**config.mk**
```make
export PLATFORM = sky130hd
export DESIGN_NAME = vga_obstacle_mapper
export DESIGN_NICKNAME = d
export VERILOG_FILES = /design/src/rtl/vga_obstacle_mapper.sv
export SDC_FILE = /design/constraint.sdc
export NUM_CORES = 1
export LEC_CHECK = 0
export ABC_AREA = 0
export BUFFER_PORTS_ARGS = -buffer_cell sky130_fd_sc_hd__buf_2
export CAP_MARGIN = 20
export CORE_UTILIZATION = 30
export DETAILED_ROUTE_END_ITERATION = 12
export PLACE_DENSITY = 0.51
export SYNTH_ARGS = -nofsm -noshare
export SYNTH_HDL_FRONTEND = slang
export SYNTH_SLANG_ARGS = --single-unit
```
**constraint.sdc**
```tcl
create_clock -name clk -period 3.34 [get_ports clk]
set_clock_uncertainty 0.15 [all_clocks]
set_input_delay 0.334 -clock clk [delete_from_list [all_inputs] [get_ports clk]]
set_output_delay 0.334 -clock clk [all_outputs]
set_load 0.005 [all_outputs]
```
**src/rtl/vga_obstacle_mapper.sv**
```systemverilog
// Palette-to-RGB mapper for the ducking-duck VGA path, with NOBJ falling obstacles and button scoring.
// Build option: define SCORE_BCD_EN for a packed-BCD score (saturates at 9999); otherwise binary (saturates at FFFF).
module vga_obstacle_mapper #(
  parameter int CIDXW     = 3,
  parameter int NOBJ      = 3,
  parameter int SPEED_DIV = 500000,
  parameter int YWRAP     = 779,
  parameter int Y0        = 320,
  parameter int Y_SPACING = 100,
  parameter int X0        = 340,
  parameter int X_STEP    = 80,
  parameter int OBJ_W     = 40,
  parameter int OBJ_H     = 40,
  parameter int HIT_LO    = 400,
  parameter int HIT_HI    = 475,
  parameter int REARM_Y   = 20
) (
  input  logic               clk,
  input  logic               reset_n,
  input  logic               bright,
  input  logic               drawing,
  input  logic [CIDXW:0]     pix,
  input  logic [9:0]         hCount,
  input  logic [9:0]         vCount,
  input  logic               button,
  output logic [11:0]        rgb,
  output logic [15:0]        score,
  output logic [10*NOBJ-1:0] obj_y
);

  localparam int DIVW = $clog2(SPEED_DIV);
  localparam logic [DIVW-1:0] DIV_LAST = DIVW'(SPEED_DIV - 1);

  typedef enum logic {
    ST_ARMED  = 1'b0,
    ST_SCORED = 1'b1
  } hit_state_t;

  logic [DIVW-1:0] div_r;
  logic            tick_s;
  logic            sync1_r;
  logic            sync2_r;
  logic            sync2_d_r;
  logic            press_s;
  logic [9:0]      obj_y_r [NOBJ];
  hit_state_t      hit_state_r [NOBJ];
  hit_state_t      hit_state_s [NOBJ];
  logic [NOBJ-1:0] hit_s;
  logic [3:0]      hit_cnt_s;
  logic [16:0]     sum_s;
  logic [15:0]     score_s;
  logic [15:0]     score_r;
  logic            cover_s;
  logic [11:0]     colour_s;
  logic [11:0]     rgb_r;

  function automatic logic [9:0] reset_y(input int idx);
    reset_y = 10'((Y0 + idx * Y_SPACING) % YWRAP);
  endfunction

  // YWRAP itself is never stored: the step that would reach it lands on 0 instead.
  function automatic logic [9:0] next_y(input logic [9:0] y);
    if (int'(y) + 32'sd1 == YWRAP) next_y = 10'd0;
    else                           next_y = y + 10'd1;
  endfunction

  function automatic logic covers(input logic [9:0] y, input int idx,
                                  input logic [9:0] h, input logic [9:0] v);
    int x_lo;
    x_lo   = X0 + idx * X_STEP;
    covers = (int'(h) >= x_lo) && (int'(h) < x_lo + OBJ_W) &&
             (int'(v) >= int'(y)) && (int'(v) <= int'(y) + OBJ_H);
  endfunction

  function automatic logic in_window(input logic [9:0] y);
    in_window = (int'(y) >= HIT_LO) && (int'(y) <= HIT_HI);
  endfunction

  function automatic logic [11:0] palette(input logic [CIDXW:0] idx);
    logic [31:0] idx_w;
    idx_w = 32'(idx);
    case (idx_w)
      32'd2:   palette = 12'hFA5;
      32'd3:   palette = 12'hF69;
      32'd4:   palette = 12'hB48;
      32'd5:   palette = 12'h8BE;
      32'd6:   palette = 12'h45A;
      32'd7:   palette = 12'h437;
      32'd8:   palette = 12'h000;
      default: palette = 12'hEEE;
    endcase
  endfunction

`ifdef SCORE_BCD_EN
  // Decimal add of a small hit count; bit 16 flags carry out of the thousands digit.
  function automatic logic [16:0] bcd_add(input logic [15:0] a, input logic [3:0] b);
    logic [4:0] d;
    logic       c;
    c = 1'b0;
    for (int k = 0; k < 4; k++) begin
      d = {1'b0, a[4*k +: 4]} + ((k == 0) ? {1'b0, b} : 5'd0) + {4'd0, c};
      if (d > 5'd9) begin
        d = d + 5'd6;
        c = 1'b1;
      end else begin
        c = 1'b0;
      end
      bcd_add[4*k +: 4] = d[3:0];
    end
    bcd_add[16] = c;
  endfunction
`endif

  // Motion divider: one-cycle tick every SPEED_DIV clocks.
  always_ff @(posedge clk or negedge reset_n) begin
    if (!reset_n)               div_r <= '0;
    else if (div_r == DIV_LAST) div_r <= '0;
    else                        div_r <= div_r + DIVW'(1);
  end

  assign tick_s  = (div_r == DIV_LAST);
  assign press_s = sync2_r & ~sync2_d_r;

  // Button synchroniser and edge-detect history.
  always_ff @(posedge clk or negedge reset_n) begin
    if (!reset_n) begin
      sync1_r   <= 1'b0;
      sync2_r   <= 1'b0;
      sync2_d_r <= 1'b0;
    end else begin
      sync1_r   <= button;
      sync2_r   <= sync1_r;
      sync2_d_r <= sync2_r;
    end
  end

  // Obstacle positions and hit-FSM state registers.
  always_ff @(posedge clk or negedge reset_n) begin
    if (!reset_n) begin
      for (int i = 0; i < NOBJ; i++) begin
        obj_y_r[i]     <= reset_y(i);
        hit_state_r[i] <= ST_ARMED;
      end
    end else begin
      for (int i = 0; i < NOBJ; i++) begin
        obj_y_r[i]     <= tick_s ? next_y(obj_y_r[i]) : obj_y_r[i];
        hit_state_r[i] <= hit_state_s[i];
      end
    end
  end

  // Hit FSM next state; evaluated on the pre-tick Y so a coincident tick cannot move a hit out of the window.
  always_comb begin
    hit_cnt_s = 4'd0;
    for (int i = 0; i < NOBJ; i++) begin
      hit_state_s[i] = hit_state_r[i];
      hit_s[i]       = 1'b0;
      case (hit_state_r[i])
        ST_ARMED: begin
          if (press_s && in_window(obj_y_r[i])) begin
            hit_state_s[i] = ST_SCORED;
            hit_s[i]       = 1'b1;
          end else begin
            hit_state_s[i] = ST_ARMED;
          end
        end
        ST_SCORED: begin
          if (int'(obj_y_r[i]) <= REARM_Y) hit_state_s[i] = ST_ARMED;
          else                              hit_state_s[i] = ST_SCORED;
        end
        default: hit_state_s[i] = ST_ARMED;
      endcase
      hit_cnt_s = hit_cnt_s + 4'(hit_s[i]);
    end
  end

  // Saturating score accumulation of all hits landing this cycle.
  always_comb begin
`ifdef SCORE_BCD_EN
    sum_s = bcd_add(score_r, hit_cnt_s);
    if (sum_s[16]) score_s = 16'h9999;
    else           score_s = sum_s[15:0];
`else
    sum_s = {1'b0, score_r} + {13'd0, hit_cnt_s};
    if (sum_s[16]) score_s = 16'hFFFF;
    else           score_s = sum_s[15:0];
`endif
  end

  // Score register.
  always_ff @(posedge clk or negedge reset_n) begin
    if (!reset_n) score_r <= 16'h0000;
    else          score_r <= score_s;
  end

  // Colour priority: blanking, then obstacles, then sprite palette, then background.
  always_comb begin
    cover_s = 1'b0;
    for (int i = 0; i < NOBJ; i++) begin
      cover_s = cover_s | covers(obj_y_r[i], i, hCount, vCount);
    end
    if (!bright)      colour_s = 12'h000;
    else if (cover_s) colour_s = 12'h0F0;
    else if (drawing) colour_s = palette(pix);
    else              colour_s = 12'hEEE;
  end

  // Registered colour output.
  always_ff @(posedge clk or negedge reset_n) begin
    if (!reset_n) rgb_r <= 12'h000;
    else          rgb_r <= colour_s;
  end

  for (genvar g = 0; g < NOBJ; g++) begin : g_pack
    assign obj_y[10*g +: 10] = obj_y_r[g];
  end

  assign rgb   = rgb_r;
  assign score = score_r;

endmodule

```
Yosys cells after proc, flatten, opt, wreduce, memory -nomap -nowiden
Index checks and enable logic that the tools add are counted.

storage, ports and cells
  memories = 0
  input port bits = 29
  logic and storage cells = 100
  flip-flop bits (word level) = 83
  bits in latches = 0
  memory bits (writable) = 0
  output and inout bits = 58
  ROM bits = 0

cells by class
  reduce and logical (&&, ||, !) cells = 15
  $add $sub $neg = 13
  $lt $le $gt $ge = 21
  multipliers = 0
  div/mod/pow operators = 0
  multiplexer cells = 21
  bitwise logic cells = 7
  shift operators = 0
  equal/unequal tests = 11

operators with widths
  kind                   number
  $pmux 12 s7            1
  $ge 10x9->1 const B    6
  $mux 12                3
  $add 10x1->11 const B  3
  $add 10x6->11 const B  3
  $eq 11x10->1 const B   3
  $le 10x11->1           3
  $add 10x1->10 const B  3
  $ge 10x10->1           3
  $le 10x5->1 const B    3
  $le 10x9->1 const B    3
  $mux 10                3
  $lt 10x9->1 const B    2
  $add 19x1->19 const B  1
  $eq 19x19->1 const B   1
  $mux 19                1
  $add 16x3->17          1
  $eq 4x3->1 const B     4
  $mux 16                1
  $logic_and 1x1->1      15
  $lt 10x10->1 const B   1
  $mux 1                 9
  $eq 4x2->1 const B     2
  $pmux 1 s2             3
  6 further kinds        10

Depth between registers and ports, before layout
Gate-level depths: netlist of the first run.

  word-level depth = 9
  mapped depth = 15
  gate-level depth less buffers = 13

Least setup slack after synthesis of the first run
Ideal clock, no wire load.

  path kind = register to register
  start point = register obj_y_r, in the netlist obj_y[5]
  end point = register score_r[10], in the netlist score[10]
  buffers on the path = 2
  arrival time = 3239 ps
  slack = -117 ps
  clock period less this slack = 3457 ps
  cell stages (with the launch flop) = 16
  cells stage by stage = dfrtp_1 -> clkbuf_1 -> nand2_1 -> nand2_1 -> nor4_1 -> o311ai_0 -> fa_1 -> inv_1 -> ha_1 -> fa_1 -> nand3_1 -> or4_1 -> nor2_1 -> nand3_1 -> clkbuf_1 -> nand2_1

between the ends
  cells in the longest elaborated chain, start to end = 9
  elaborated cells on any way between the ends = 10

ends and longest elaborated chain
  element                                            RTL line  text
  start: declaration                                 45        logic [9:0] obj_y_r [NOBJ];
  start signal: indexed assignment                   141       obj_y_r[i] <= reset_y(i);
  start signal: indexed assignment                   146       obj_y_r[i] <= tick_s ? next_y(obj_y_r[i]) : obj_y_r[i];
  $ge 10x9->1 / $le 10x9->1 (equally long branches)  76        in_window = (int'(y) >= HIT_LO) && (int'(y) <= HIT_HI);
  $logic_and 1x1->1 *                                76
  $logic_and 1x1->1 *                                160       if (press_s && in_window(obj_y_r[i])) begin
  $mux 1 *                                           160
  $mux 1 *                                           158       case (hit_state_r[i])
  $add 1x1->2 *                                      173       hit_cnt_s = hit_cnt_s + 4'(hit_s[i]);
  $add 2x1->3 *                                      173
  $add 16x3->17 *                                    184       sum_s = {1'b0, score_r} + {13'd0, hit_cnt_s};
  $mux 16 *                                          185       if (sum_s[16]) score_s = 16'hFFFF;
  net score_s[10]                                    51        logic [15:0] score_s;
  end signal: assignment                             193       else score_r <= score_s;
  end: declaration                                   52        logic [15:0] score_r;

Mark *: on every way through the listed nets, which the timed path passes. The rest lies on a longest branch.
A chain may end at the register's enable or synchronous reset.

Worst setup path in the final report of the first run
  start point = register obj_y_r, in the netlist obj_y[8]
  end point = register score_r[0], in the netlist score[0]

The elaborated chain is that of the path after synthesis.

==> flow_metrics.env, run 1 <==
export IMPL_rsz0062_at_grt="true"
export IMPL_status="finished clean"
export IMPL_routed_via_density=4.995
export IMPL_clockBufferDepth=2
export IMPL_dpl_cell_area_mm2=0.007062
export IMPL_cts_root_buffer="clkbuf_16"
export IMPL_fmax_mhz=312.0
export IMPL_netlist_cell_type_count=63
export IMPL_path_clk_slew_ps=70
export IMPL_grt_pass1_vias=5266
export IMPL_drv_cap=0
export IMPL_synth_seq_cells=83
export IMPL_synth_area_leaders="dfrtp_1 (31%), ha_1 (13%), xnor2_1 (6.6%), nand3_1 (3.7%), nand2_1 (3.5%)"
export IMPL_overflow=0
export IMPL_hold_viol_final=0
export IMPL_dpl_hpwl_mm=12.65
export IMPL_ant_nets=0
export IMPL_synth_top_cell_by_area="dfrtp_1"
export IMPL_worstMarginPinSlew_ps=555.4
export IMPL_detail_route_wl_per_cell_um=15.27
export IMPL_synth_top_area_share_pct=30.51
export IMPL_cts_tree="yes"
export IMPL_antenna_cells=0
export IMPL_critPathSlowestCell="dfstp_2"
export IMPL_synth_seq_area_share_pct=33.93
export IMPL_drv_slew=0
export IMPL_rows=52
export IMPL_end_kind="register"
export IMPL_gp_congestion=0.8087
export IMPL_synthFlopType="dfrtp_1"
export IMPL_syn_avg_cell_area_um2=8.800
export IMPL_crit_top_cell="nand3_2"
export IMPL_final_util_pct=37.20
export IMPL_worstPathMaxFanout=6
export IMPL_fin_crit_ps=3205
export IMPL_final_area_mm2=0.007502
export IMPL_cp_num_buf_inv=2
export IMPL_fp_dieArea_mm2=0.02108
export IMPL_slowest_delay_ps=530
export IMPL_power_density_mw_per_mm2=307.4
export IMPL_ys_warn_count=0
export IMPL_drc_errors=0
export IMPL_area_delta_synth_final_pct=21.97
export IMPL_coreArea_mm2=0.02017
export IMPL_syn_area_mm2=0.006151
export IMPL_synth_edff_count=0
export IMPL_insertion_delay_ps=350
export IMPL_seq_area_mm2=0.002087
export IMPL_grt_pass1_wl_mm=27.43
export IMPL_dr_first_iter_drc_count=218
export IMPL_start_kind="register"
export IMPL_placed_cells=1057
export IMPL_final_nets=899
export IMPL_path_cells="nand2_2 > nor4_4 > o311ai_4 > fa_1 > inv_1 > ha_2 > fa_2 > nand3_2 > or4_4 > nor2_4 > nand3_2 > buf_4 > nand2b_1"
export IMPL_ir_worst_vdd_v=0.0002338
export IMPL_antenna_found_initial=0
export IMPL_cp_top_family="simple AND/OR/NAND/NOR gates"
export IMPL_grt_max_degree=47
export IMPL_syn_num_nets=796
export IMPL_dr_pass1_iters=4
export IMPL_p_leak_nw=3.383
export IMPL_design_portCount=87
export IMPL_hold_path_class="in -> reg"
export IMPL_cts_buffers_inserted=9
export IMPL_worst_hold_slack_ps=94.44
export IMPL_die_h_um=145.2
export IMPL_async_reset_ff_share_pct=100.0
export IMPL_grt_usage_pct=16.35
export IMPL_crit_arrival_ps=3350
export IMPL_multi_input_area_mm2=0.003849
export IMPL_setup_viol=0
export IMPL_drive_gt1_share_pct=19.95
export IMPL_cts_sinks=83
export IMPL_initial_core_util_pct=30.50
export IMPL_die_x_um=145.2
export IMPL_path_class="reg -> reg"
export IMPL_worst_ep_required_time_ps=3480
export IMPL_period_share_pct=95.97
export IMPL_routed_wl_mm=16.44
export IMPL_num_vias=5380
export IMPL_synth_cells=699
export IMPL_fillers=2125
export IMPL_io_buffers=84
export IMPL_final_cells=1077
export IMPL_htreeDepth=3
export IMPL_slew_headroom_pct=62.94
## routing by layer
layer / global-route usage (%) / routed length (um)
met5: 0 / 0
met3: 3.616 / 874
met1: 21.81 / 7830
met2: 26.27 / 7482
met4: 5.053 / 255
## metrics by stage
stage                     setup TNS [ps]  setup WS, ps  total power, mW
after floorplan                        0         4.660            1.138
after global placement            -319.3        -34.70            1.235
after detailed placement           -1056        -81.43            1.235
after CTS                              0         31.83            2.348
after global routing              -149.1        -24.73            2.406
final                                  0         134.7            2.306
## cell usage in the layout, fill, tap and decap left out, drive strengths merged, types with 9 or more instances in the layout
cell type	synthesis	layout
nor3	22	22
nand2b	11	11
nand4	22	22
clkbuf	22	11
o21ai	33	33
a21o	10	10
a21oi	38	38
xor2	21	21
dfrtp	75	75
nor2	47	47
ha	66	66
xnor2	46	46
nand3	45	45
nand2	58	58
buf	6	118
o211ai	9	9
inv	48	49
## registers in the layout, summed over array words and instances (netlist names)
register     count
sync2_r          1
sync2_d_r        1
score           16
obj_y           30
div_r           19
sync1_r          1
hit_state_r      3
rgb             12
## final cells by class
type | count | area share, %
sequential | 83 | 27.82
inverter | 49 | 2.452
timing repair buffer | 120 | 9.690
clock inverter | 5 | 1.134
tap | 270 | 4.503
multi-input combinational | 539 | 51.30
clock buffer | 11 | 3.102
## cell families (layout without fill, tap and decap cells)
group	count (synthesis)	count (layout)	synth area share, %
flip-flops	83	83	33.93
multiplexers	4	4	0.7119
buffers and inverters	77	185	4.943
AO/OA/AOI/OAI	141	141	14.95
XOR/XNOR	67	67	9.540
AND/OR/NAND/NOR	259	259	21.85
adder cells (fa/ha/maj)	68	68	14.08
## Yosys cell counts (all sizes together) (3+ instances only)
cell     number
a211o         5
a211oi        4
a21o         10
a21oi        38
a31oi         5
and2          5
and3          6
and4          6
buf           6
clkbuf       22
dfrtp        75
dfstp         8
ha           66
inv          48
mux2          3
nand2        58
nand2b       11
nand3        45
nand3b        4
nand4        22
nand4b        4
nor2         47
nor2b         4
nor3         22
nor4          8
nor4b         4
o2111ai       3
o211ai        9
o21a          5
o21ai        33
o22ai         4
o31ai         4
or3           5
xnor2        46
xor2         21
## path summary, 6_finish.rpt
path                               start   endpoint  slack, ps  cells after the start
worst max-delay path            obj_y[8]   score[0]        130                     13
worst min-delay path              bright     rgb[6]         90                      2
worst max register to register  obj_y[8]   score[0]        130                     13
worst min register to register   sync1_r    sync2_r        210                      0
max in group asynchronous        reset_n   obj_y[8]       1980                      3
min in group asynchronous        reset_n  obj_y[14]        360                      2
## worst reg2reg max path, cell delays in order, from the launching register on
cell and delay, ps:
dfstp_2 530, nand2_2 70, nor4_4 250, o311ai_4 150, fa_1 510, inv_1 70
ha_2 190, fa_2 220, nand3_2 70, or4_4 450, nor2_4 130, nand3_2 100
buf_4 180, nand2b_1 70
## report_power, final
| group | switching (mW) | internal [mW] |
|---|---|---|
| sequential | 0.00354 | 1.02 |
| clock | 0.429 | 0.660 |
| combinational | 0.117 | 0.0808 |
| total | 0.549 | 1.76 |
## repair_timing
item,in CTS,in global routing
setup buffers,0,1
hold endpoints to repair,33,0
endpoints found under the setup margin,16,16
cloned,0,1
gates resized for setup,5,15
pin swaps,0,3
hold buffers,2,0
Power figures use the tool's default switching activity.
==> run 2: changes to the inputs <==
--- a/constraint.sdc
+++ b/constraint.sdc
@@ -4,2 +4,2 @@
 set_output_delay 0.334 -clock clk [all_outputs]
-set_load 0.005 [all_outputs]
+set_load 0.02 [all_outputs]
==> flow_metrics.env, run 2 (synthesized netlist as in run 1, its figures left out) <==
export IMPL_status="finished clean"
export IMPL_coreArea_mm2=0.02017
export IMPL_grt_max_degree=54
export IMPL_cts_buffers_inserted=9
export IMPL_worst_ep_required_time_ps=3430
export IMPL_power_share_clock_pct=46.0
export IMPL_power_density_mw_per_mm2=304.1
export IMPL_final_area_mm2=0.007480
export IMPL_cp_num_buf_inv=2
export IMPL_drv_cap=0
export IMPL_combPwrFrac_pct=9.2
export IMPL_path_clk_slew_ps=70
export IMPL_fin_ws_ps=154.6
export IMPL_layout_commonest_cell="buf_2"
export IMPL_rows=52
export IMPL_area_delta_synth_final_pct=21.60
export IMPL_p_leak_nw=3.393
export IMPL_fmax_mhz=313.9
export IMPL_htreeDepth=3
export IMPL_initial_core_util_pct=30.50
export IMPL_grt_pass1_vias=5146
export IMPL_p_int_mw=1.688
export IMPL_cts_sinks=83
export IMPL_worstSetupStartpoint="obj_y[8]"
export IMPL_insertion_delay_ps=350
export IMPL_path_class="reg -> reg"
export IMPL_drc_errors=0
export IMPL_ir_worst_vdd_v=0.0002502
export IMPL_hold_viol_final=0
export IMPL_num_vias=5367
export IMPL_slowest_delay_ps=530
export IMPL_drive_gt1_share_pct=20.35
export IMPL_worstMarginPinSlew_ps=746.2
export IMPL_worstReg2RegStart="obj_y[8]"
export IMPL_fin_crit_ps=3185
export IMPL_final_cell_mix="buf_2 (83), dfrtp_1 (74), ha_1 (65)"
export IMPL_setup_viol=0
export IMPL_grt_pass1_wl_mm=27.12
export IMPL_dr_pass1_iters=4
export IMPL_slew_headroom_pct=50.25
export IMPL_grt_usage_pct=16.18
export IMPL_fp_dieArea_mm2=0.02108
export IMPL_routed_wl_mm=16.63
export IMPL_crit_arrival_ps=3270
export IMPL_start_kind="register"
export IMPL_path_cells="nand2_1 > nor4_2 > o311ai_2 > fa_1 > inv_1 > ha_2 > fa_2 > nand3_1 > or4_4 > buf_4 > mux2_2"
export IMPL_die_h_um=145.2
export IMPL_cts_root_buffer="clkbuf_16"
export IMPL_gp_congestion=0.8083
export IMPL_routed_via_density=4.965
export IMPL_end_kind="register"
export IMPL_fin_tns_setup_ps=0
export IMPL_clockBufferDepth=2
export IMPL_period_share_pct=95.37
export IMPL_place_ws_ps=-42.46
export IMPL_hold_path_class="in -> reg"
export IMPL_design_portCount=87
export IMPL_cts_tree="yes"
export IMPL_die_x_um=145.2
export IMPL_antenna_cells=0
export IMPL_dpl_hpwl_mm=12.63
export IMPL_largest_reg_flops=30
export IMPL_rrSetupSlack_ps=150
export IMPL_dpl_cell_area_mm2=0.007074
export IMPL_detail_route_wl_per_cell_um=15.38
export IMPL_antenna_found_initial=0
export IMPL_dr_first_iter_drc_count=256
export IMPL_cp_top_family="adder cells"
export IMPL_swShare_pct=25.80
export IMPL_final_nets=903
export IMPL_ant_nets=0
export IMPL_hp_start="drawing"
export IMPL_seqPwrFrac_pct=44.8
export IMPL_io_buffers=84
export IMPL_drv_slew=0
export IMPL_p_switching_uw=587.0
export IMPL_worstPathMaxFanout=2
export IMPL_overflow=0
export IMPL_critPathSlowestCell="dfstp_2"
-- run 2: what timing repair did --
| action | 4_1_cts | 5_1_grt |
|---|---|---|
| setup buffers | 0 | 4 |
| pin swaps | 0 | 2 |
| resized for setup | 2 | 10 |
| hold endpoints to repair | 44 | 0 |
| hold buffers | 2 | 0 |
| setup endpoints to repair | 14 | 19 |
-- run 2: layout make-up --
class                   count  area [um2]
clock inverters             7       80.08
fillers                  2111       12690
multi-input cells         539        3816
clock buffers               9       225.2
flip-flops and latches     83        2088
well taps                 270       337.8
inverters                  49       183.9
repair buffers            124       748.2
-- run 2: stage by stage --
stage | util, % | total power, mW | cells | hold WS, ps
finish | 37.08 | 2.275 | 1081 | 86.03
global route | 37.08 | 2.374 | 1081 | 87.03
CTS | 36.70 | 2.309 | 1077 | 69.66
detailed placement | 35.07 | 1.245 | 1059 | 184.7
global placement | 35.07 | 1.245 | 1059 | 183.7
floorplan | - | 1.149 | 699 | -111.6
-- run 2: routing by layer --
layer	GRT usage [%]	up-vias	part of all wire, %
li1	-	2723	-
met1	22.60	2520	50
met2	25.14	111	44
met3	3.962	13	5.0
met4	3.474	0	0.87
met5	0	-	0
-- run 2: power by group through the flow --
stage               Combinational [mW]  Clock (mW)  Sequential [mW]
finish                           0.208        1.05             1.02
global route                     0.238        1.12             1.02
CTS                              0.211        1.08             1.02
detailed placement               0.208           0             1.04
global placement                 0.207           0             1.04
floorplan                       0.0987           0             1.05
-- run 2: final timing paths --
check,end,cells past startpoint
setup / recovery,score[12],11
hold / removal,rgb[1],2
setup reg to reg,score[12],11
hold reg to reg,sync2_r,0
max in group asynchronous,obj_y[3],3
min in group asynchronous,obj_y[16],2
==> run 3: changes to the inputs <==
Settings changed: PLACE_DENSITY 0.51 to 0.49.
Clock period 3.34 ns to 3.8 ns, I/O delays scaled along.
==> flow_metrics.env, run 3 (synthesized netlist as in run 1, its figures left out) <==
export IMPL_worstPathMaxFanout=13
export IMPL_die_h_um=145.2
export IMPL_hold_path_class="in -> async"
export IMPL_final_util_pct=35.89
export IMPL_hold_viol_final=3
export IMPL_power_density_mw_per_mm2=271.2
export IMPL_power_share_clock_pct=45.3
export IMPL_busiest_layer="met2"
export IMPL_largest_reg_flops=30
export IMPL_routed_wl_mm=16.52
export IMPL_area_delta_synth_final_pct=17.70
export IMPL_setup_viol=0
export IMPL_cts_sinks=83
export IMPL_cts_buffers_inserted=9
export IMPL_routed_via_density=5.015
export IMPL_grt_pass1_vias=5371
export IMPL_grt_max_degree=72
export IMPL_crit_arrival_ps=3600
export IMPL_antenna_found_initial=0
export IMPL_final_nets=882
export IMPL_report_power_total_mw=1.963
export IMPL_status="complete, but fails checks"
export IMPL_rows=52
export IMPL_coreArea_mm2=0.02017
export IMPL_clockBufferDepth=2
export IMPL_dr_pass1_iters=4
export IMPL_place_ws_ps=160.6
export IMPL_drive_gt1_share_pct=16.84
export IMPL_rsz0062_at_grt="false"
export IMPL_overflow=0
export IMPL_path_class="reg -> reg"
export IMPL_final_cell_mix="buf_2 (83), dfrtp_1 (75), ha_1 (66)"
export IMPL_insertion_delay_ps=350
export IMPL_cts_tree="yes"
export IMPL_end_kind="register"
export IMPL_antenna_cells=0
export IMPL_drc_errors=0
export IMPL_swShare_pct=24.91
export IMPL_drv_cap=0
export IMPL_design_portCount=87
export IMPL_path_clk_slew_ps=60
export IMPL_grt_usage_pct=16.43
export IMPL_combPwrFrac_pct=9.1
export IMPL_fin_tns_setup_ps=0
export IMPL_layout_commonest_cell="buf_2"
export IMPL_worst_ep_required_time_ps=3930
export IMPL_p_switching_uw=489.1
export IMPL_fp_dieArea_mm2=0.02108
export IMPL_p_leak_nw=3.272
export IMPL_fmax_mhz=289.0
export IMPL_fin_ws_ps=339.4
export IMPL_start_kind="register"
export IMPL_slew_headroom_pct=34.54
export IMPL_htreeDepth=3
export IMPL_drv_slew=0
export IMPL_cts_root_buffer="clkbuf_16"
export IMPL_ir_worst_vdd_v=0.0002037
export IMPL_detail_route_wl_per_cell_um=15.58
export IMPL_die_x_um=145.2
export IMPL_p_int_mw=1.474
export IMPL_period_share_pct=91.07
export IMPL_num_vias=5316
export IMPL_violations="negative hold slack"
export IMPL_post_cts_buffers=0
export IMPL_met1_usage_pct=21.71
export IMPL_dpl_hpwl_mm=12.41
export IMPL_worst_hold_slack_ps=-14.21
export IMPL_use_met2_pct=26.25
export IMPL_dr_first_iter_drc_count=192
export IMPL_gp_congestion=0.8147
export IMPL_grt_pass1_wl_mm=27.77
export IMPL_worstMarginPinSlew_ps=981.9
export IMPL_fin_crit_ps=3461
export IMPL_io_buffers=84
export IMPL_grt_util_met3_pct=4.088
export IMPL_initial_core_util_pct=30.50
export IMPL_seqPwrFrac_pct=45.7
export IMPL_ant_nets=0
run 3: changes by cell type in the layout (fill, tap and decap cells not counted), sizes merged:
| cell | previous run | this run |
|---|---|---|
| inv | 52 | 49 |
| clkinvlp | 1 | 2 |
| clkbuf | 9 | 11 |
| buf | 122 | 102 |
| dlygate4sd3 | 2 | 1 |
run 3: area by class of cell:
class,count,area (um2)
fill,2108,12930
multi-input combinational,539,3767
sequential,83,2087
timing repair buffer,103,568.0
tap,270,337.8
clock buffer,11,232.7
inverter,49,183.9
clock inverter,5,62.56
run 3: final timing paths:
path                            startpoint  cells after the start        end  slack, ps
worst max-delay path             obj_y[23]                     12   score[0]        340
worst min-delay path               reset_n                      1  obj_y[16]        -10
min in group clk                    bright                      2     rgb[7]        140
worst min register to register     sync1_r                      0    sync2_r        210
max in group asynchronous          reset_n                      2   obj_y[1]       2670
worst max register to register   obj_y[23]                     12   score[0]        340
run 3: routing by layer:
metal	vias to the layer above	wire, um
li1	2684	-
met4	0	259
met3	19	888
met1	2493	7838
met2	120	7533
met5	-	0
run 3: metrics by stage:
stage	cell area, um2	cells	hold WS [ps]
floorplan	6151	699	-65.59
global placement	6924	1042	184.8
detailed placement	6924	1042	187.1
CTS	7229	1059	68.10
global route	7239	1060	77.78
finish	7239	1060	-14.21
run 3: timing repair:
item	in CTS	in global routing
hold buffers	1	0
gates resized for setup	0	2
endpoints found under the hold margin	1	0
endpoints found under the setup margin	0	14
run 3: power by group through the flow:
stage	sequential (mW)	combinational, mW	clock [mW]
2_1_floorplan	0.923	0.0868	0
3_3_place_gp	0.912	0.180	0
3_5_place_dp	0.912	0.181	0
4_1_cts	0.896	0.182	0.929
5_1_grt	0.897	0.206	0.960
6_report	0.896	0.178	0.889
run 3: critical path, cell delays in order (launching register included):
cell,delay (ps)
dfstp_2,660
a31oi_1,140
o21ai_0,360
fa_1,480
inv_1,60
ha_1,180
fa_1,210
nand3_1,90
or4_1,480
nor2_1,210
nand3_1,100
buf_4,190
nand2b_1,80
